<file path="src/rtl/multicycle_ctrl.sv">
// Multicycle RV32 control unit: latches the fetched instruction and steps it through
// IF/ID/EX/MEM/WB, driving the datapath controls and the data-memory strobes.
module multicycle_ctrl #(
    parameter bit HALT_ON_ILLEGAL = 1'b0
) (
    input  logic        clk,
    input  logic        rst,
    input  logic [31:0] instr,
    input  logic        Zero,
    input  logic        mem_ready,
    output logic        PCSrc,
    output logic        ALUSrc,
    output logic        RegWrite,
    output logic        MemToReg,
    output logic [3:0]  ALUCtrl,
    output logic        loadPC,
    output logic        MemRead,
    output logic        MemWrite,
    output logic        illegal,
    output logic        halted
);

    localparam int unsigned ALU_W = 4;
    localparam int unsigned OP_W  = 7;

    localparam logic [OP_W-1:0] OP_R   = 7'b0110011;
    localparam logic [OP_W-1:0] OP_I   = 7'b0010011;
    localparam logic [OP_W-1:0] OP_LW  = 7'b0000011;
    localparam logic [OP_W-1:0] OP_SW  = 7'b0100011;
    localparam logic [OP_W-1:0] OP_BEQ = 7'b1100011;

    localparam logic [ALU_W-1:0] ALU_AND = 4'b0000;
    localparam logic [ALU_W-1:0] ALU_OR  = 4'b0001;
    localparam logic [ALU_W-1:0] ALU_ADD = 4'b0010;
    localparam logic [ALU_W-1:0] ALU_SUB = 4'b0110;
    localparam logic [ALU_W-1:0] ALU_SLT = 4'b0111;
    localparam logic [ALU_W-1:0] ALU_SRL = 4'b1000;
    localparam logic [ALU_W-1:0] ALU_SLL = 4'b1001;
    localparam logic [ALU_W-1:0] ALU_SRA = 4'b1010;
    localparam logic [ALU_W-1:0] ALU_XOR = 4'b1101;

    typedef enum logic [2:0] {
        ST_IF   = 3'd0,
        ST_ID   = 3'd1,
        ST_EX   = 3'd2,
        ST_MEM  = 3'd3,
        ST_WB   = 3'd4,
        ST_HALT = 3'd5
    } state_t;

    typedef enum logic [2:0] {
        CL_ILLEGAL = 3'd0,
        CL_R       = 3'd1,
        CL_I       = 3'd2,
        CL_LW      = 3'd3,
        CL_SW      = 3'd4,
        CL_BEQ     = 3'd5
    } iclass_t;

    state_t            state;
    state_t            state_next;
    logic [31:0]       ir;
    iclass_t           iclass;
    logic [ALU_W-1:0]  alu_op;
    logic              imm_op;
    logic [2:0]        funct3;
    logic              alt;
    logic              in_window;
    logic              unused_ir;

    assign funct3    = ir[14:12];
    assign alt       = ir[30];
    // Register fields are consumed by the datapath, not by control.
    assign unused_ir = ^{ir[31], ir[29:15], ir[11:7]};

    // funct3 to ALU operation; sub_en/sra_en select the IR[30] alternates.
    function automatic logic [ALU_W-1:0] alu_decode(input logic [2:0] f3,
                                                    input logic       sub_en,
                                                    input logic       sra_en);
        logic [ALU_W-1:0] op;
        case (f3)
            3'b000:  op = sub_en ? ALU_SUB : ALU_ADD;
            3'b001:  op = ALU_SLL;
            3'b010:  op = ALU_SLT;
            3'b100:  op = ALU_XOR;
            3'b101:  op = sra_en ? ALU_SRA : ALU_SRL;
            3'b110:  op = ALU_OR;
            3'b111:  op = ALU_AND;
            default: op = ALU_ADD;
        endcase
        return op;
    endfunction

    // Instruction register, loaded only in IF.
    always_ff @(posedge clk or posedge rst) begin
        if (rst) begin
            ir <= '0;
        end else if (state == ST_IF) begin
            ir <= instr;
        end
    end

    always_ff @(posedge clk or posedge rst) begin
        if (rst) begin
            state <= ST_IF;
        end else begin
            state <= state_next;
        end
    end

    // Instruction class and ALU control decode from IR.
    always_comb begin
        iclass = CL_ILLEGAL;
        alu_op = ALU_ADD;
        imm_op = 1'b0;
        case (ir[OP_W-1:0])
            OP_R: begin
                iclass = CL_R;
                alu_op = alu_decode(funct3, alt, alt);
            end
            OP_I: begin
                iclass = CL_I;
                alu_op = alu_decode(funct3, 1'b0, alt);
                imm_op = 1'b1;
            end
            OP_LW: begin
                iclass = CL_LW;
                imm_op = 1'b1;
            end
            OP_SW: begin
                iclass = CL_SW;
                imm_op = 1'b1;
            end
            OP_BEQ: begin
                iclass = CL_BEQ;
                alu_op = ALU_SUB;
            end
            default: begin
                iclass = CL_ILLEGAL;
            end
        endcase
    end

    always_comb begin
        state_next = state;
        case (state)
            ST_IF: state_next = ST_ID;
            ST_ID: begin
                if (iclass == CL_ILLEGAL) begin
                    state_next = HALT_ON_ILLEGAL ? ST_HALT : ST_IF;
                end else begin
                    state_next = ST_EX;
                end
            end
            ST_EX: begin
                case (iclass)
                    CL_BEQ:        state_next = ST_IF;
                    CL_LW, CL_SW:  state_next = ST_MEM;
                    default:       state_next = ST_WB;
                endcase
            end
            ST_MEM: begin
                if (mem_ready) begin
                    state_next = (iclass == CL_LW) ? ST_WB : ST_IF;
                end
            end
            ST_WB:   state_next = ST_IF;
            ST_HALT: state_next = ST_HALT;
            default: state_next = ST_IF;
        endcase
    end

    // ALU fields are held from EX through the last state of the instruction.
    assign in_window = (state == ST_EX) || (state == ST_MEM) || (state == ST_WB);

    always_comb begin
        PCSrc    = 1'b0;
        ALUSrc   = 1'b0;
        RegWrite = 1'b0;
        MemToReg = 1'b0;
        ALUCtrl  = '0;
        loadPC   = 1'b0;
        MemRead  = 1'b0;
        MemWrite = 1'b0;
        illegal  = 1'b0;
        halted   = 1'b0;
        if (in_window) begin
            ALUCtrl  = alu_op;
            ALUSrc   = imm_op;
            MemToReg = (iclass == CL_LW);
        end
        case (state)
            ST_ID: begin
                if (iclass == CL_ILLEGAL) begin
                    illegal = 1'b1;
                    loadPC  = ~HALT_ON_ILLEGAL;
                end
            end
            ST_EX: begin
                if (iclass == CL_BEQ) begin
                    loadPC = 1'b1;
                    PCSrc  = Zero;
                end
            end
            ST_MEM: begin
                MemRead  = (iclass == CL_LW);
                MemWrite = (iclass == CL_SW);
                loadPC   = (iclass == CL_SW) && mem_ready;
            end
            ST_WB: begin
                RegWrite = 1'b1;
                loadPC   = 1'b1;
            end
            ST_HALT: halted = 1'b1;
            default: ;
        endcase
    end

endmodule
</file>
<file path="config.mk">
export PLATFORM = sky130hd
export DESIGN_NAME = multicycle_ctrl
export DESIGN_NICKNAME = d
export VERILOG_FILES = /design/src/rtl/multicycle_ctrl.sv
export SDC_FILE = /design/constraint.sdc
export NUM_CORES = 1
export LEC_CHECK = 0
export CORE_ASPECT_RATIO = 1.75
export CORE_MARGIN = 2
export CORE_UTILIZATION = 33
export DETAILED_ROUTE_END_ITERATION = 10
export GPL_ROUTABILITY_DRIVEN = 1
export PLACE_DENSITY = 0.74
export SLEW_MARGIN = 20
export SYNTH_ARGS = -nofsm -noshare
export SYNTH_HDL_FRONTEND = slang
export SYNTH_SLANG_ARGS = --single-unit
</file>
<file path="constraint.sdc">
create_clock -name clk -period 1.3 [get_ports clk]
set_input_delay 0.13 -clock clk [delete_from_list [all_inputs] [get_ports clk]]
set_output_delay 0.13 -clock clk [all_outputs]
set_load 0.01 [all_outputs]
</file>
==> metrics.md <==
| Metric | Value |
|---|---|
| Status | `finished, violations left` |
| Failing checks | `setup timing` |
| PwrDens | `2260 nW/um2` |
| Sw Ratio | `38.4%` |
| Crit path max fanout | `6` |
| Gate power share | `66.9%` |
| Grt ovf | `0` |
| Syn Inst Count | `89` |
| Highest clock rate | `583 MHz` |
| Critical path arrival | `1.59 ns` |
| Global placer's final weighted congestion | `0.848` |
| Area leader, netlist | `dfrtp_1` |
| Worst rel slew slack | `82.0%` |
| Via density | `5.32` |
| Fin util | `74.4%` |
| Crit end category | `output port` |
| Area grow syn2layout | `117%` |
| Final setup margin | `-0.416 ns` |
| Most frequent cells in the layout | `33 x buf_4, 15 x buf_6, 14 x clkdlybuf4s50_1` |
| IO Pins | `49` |
| Most common cell after layout, fill and taps aside | `buf_4` |
| CTS Buf Count | `3` |
| Antenna violations before repair | `0` |
| Final Hold Vio Count | `0` |
| Clk_lat worst skew | `0.25 ns` |
| Worst slew pin tran | `0.271 ns` |
| Syn Area/Cell | `9.48 um2` |
| Die X | `42.2 um` |
| Crit path launch type | `flip-flop` |
| Tot GR Track Use | `21.3%` |
| Kind of critical path | `flip-flop to output port` |
| Wire per inst | `17.3 um` |
| Sequential Power Share | `23.1%` |
| Syn nets | `125` |
| Int Pwr | `2.55 mW` |
| Mapped cell area | `843 um2` |
| Clock share of power | `10.0%` |
| DR pass1 iterations | `4` |
| Detail Route Antenna Nets | `0` |
| Ant diodes | `0` |
| Fill cells | `157` |
| Sequential area share after synthesis | `41.5%` |
| Die height | `70.9 um` |
| Clk Tree Root Cell | `clkbuf_8` |
| Largest net degree at the start of global routing | `15` |
| H-tree levels | `1` |
| Core area | `2460 um2` |
| Finished Cell Area | `1830 um2` |
| Clk_skew | `0.00492 ns` |
| Share of the synthesized area in the top cell type | `41.5%` |
| Final period util | `132%` |
| Share of post-route cells with drive strength above 1 | `70.6%` |
| PortBufs | `27` |
| Total die area | `2990 um2` |
| Synth cell types | `29` |
| Via count | `990` |
| Nets | `197` |
| Drt total wl | `3.23 mm` |
| Hold Path Class | `primary input to asynchronous set/reset pin` |
| WP data required | `1.17 ns` |
| Detailed Place HPWL | `1.87 mm` |
| Synth area leaders | `dfrtp_1 42%, mux2_2 13%, nor2_1 4.5%, a211o_1 3.1%, nor3_1 3.0%` |
| Maximum VDD drop | `1.33 mV` |
| Initial Utilization | `34.2%` |
| DR iter-0 viols | `11` |
| Area after DPL | `1420 um2` |
| Max cap viols | `0` |
| Clk buf depth | `2` |
| Ys Warns | `0` |
| Vias in the first global route | `1018` |
| Pins Over Slew Limit | `0` |
| # clock sinks | `14` |
| # setup viols final | `27` |
| Num rows | `24` |
| Min Tclk post-route | `1.72 ns` |
| Pleak | `0.840 nW` |
| CTS tree | `built` |
| Drt drc | `0` |
| First-pass GRT wire length | `4.75 mm` |
| Net Switching | `1.59 mW` |
| RSZ-0062 raised after global routing | `yes` |
| Flops & latches, synth | `14` |
| Clk slew on worst S/H paths | `0.06 ns` |
[synth_stat cells]
cell type  number
nand4bb_1       1
mux2_2         10
nor3_1          5
nor4b_1         1
and2_1          1
dfrtp_1        14
nand3_1         1
nor4_1          1
nor3b_2         1
a2111oi_0       2
o21bai_1        2
xor2_1          1
nor2_1         10
nand3b_1        2
a21oi_1         2
nor3b_1         1
nor2b_1         3
a211oi_1        1
nand2_1         6
o21ai_0         3
nand2b_1        3
clkbuf_1        2
a31oi_1         3
nor3_2          1
and3_1          1
buf_2           4
or3_4           1
a211o_1         3
inv_1           3
[sequential cells by signal, summed over array words and instances (netlist names)]
signal / cells
ir: 11
state: 3
[kinds of logic after synthesis]
logic type                Yosys count  share of synthesized area (%)
and+or+nand+nor                    39                           26.4
AOI/OAI and AO/OA                  16                           13.1
DFF                                14                           41.5
muxes                              10                           13.4
buffers and inverters               9                           4.60
xor gates and xnor gates            1                           1.04
[final timing paths]
path	from	endpoint	slack, ns	depth (start not counted)
worst max register to register	ir[3]$_DFFE_PP0P_	state[0]$_DFFE_PP0P_	-0.37	5
worst min-delay path	rst	ir[5]$_DFFE_PP0P_	0.21	3
worst min register to register	ir[2]$_DFFE_PP0P_	ir[2]$_DFFE_PP0P_	0.55	1
min in group clk	instr[5]	ir[5]$_DFFE_PP0P_	0.43	3
worst max-delay path	ir[3]$_DFFE_PP0P_	MemToReg	-0.42	4
max in group asynchronous	rst	state[2]$_DFFE_PP0P_	0.91	3
[per-layer routing]
layer  track usage [%]  vias up  routed length [um]  part of all wire [%]
li1                  -      464                   -                     -
met1              20.6      495                1120                    35
met2              39.5       24                1910                    59
met3              2.55        7                  94                   2.9
met4              15.6        0                  99                   3.1
met5                 0        -                   0                     0
[power by group through the flow]
| stage | clock network (mW) | registers [mW] | logic, mW |
|---|---|---|---|
| after floorplan | 0 | 0.820 | 0.959 |
| after global placement | 0 | 0.865 | 1.70 |
| after detailed placement | 0 | 0.875 | 1.75 |
| after CTS | 0.430 | 0.895 | 2.27 |
| after global routing | 0.455 | 0.979 | 2.93 |
| final | 0.415 | 0.954 | 2.77 |
[what timing repair did]
item / CTS / global route
gates resized for setup: 89 / 33
setup endpoints to repair: 27 / 27
pin swaps: 16 / 15
hold buffers: 0 / 0
cloned: 1 / 0
setup buffers: 7 / 11
[layout make-up]
type                            count  area [um2]  area share (%)
Tap cell                           26        32.5            1.78
Sequential cell                    14         358            19.5
Timing Repair Buffer               73         627            34.2
Clock buffer                        4        55.1            3.01
Inverter                            3        11.3           0.615
Multi-Input combinational cell     66         748            40.8
[critical path, stage by stage, from the launching register on]
cell and delay [ns]:
dfrtp_1 0.38, nand4bb_4 0.29, or3_4 0.40, nor3_4 0.12
buf_2 0.15
[per-stage QoR]
stage / hold slack [ns] / cells / setup WS (ns) / TNS, ns / total power, mW
2_1_floorplan: 0.0192 / 89 / -0.124 / -0.671 / 1.78
3_3_place_gp: 0.434 / 168 / -0.584 / -8.00 / 2.57
3_5_place_dp: 0.473 / 168 / -0.638 / -8.61 / 2.63
4_1_cts: 0.208 / 178 / -0.429 / -7.47 / 3.60
5_1_grt: 0.240 / 186 / -0.499 / -8.29 / 4.36
6_report: 0.211 / 186 / -0.416 / -6.57 / 4.13
(Power assumes the default switching activity.)
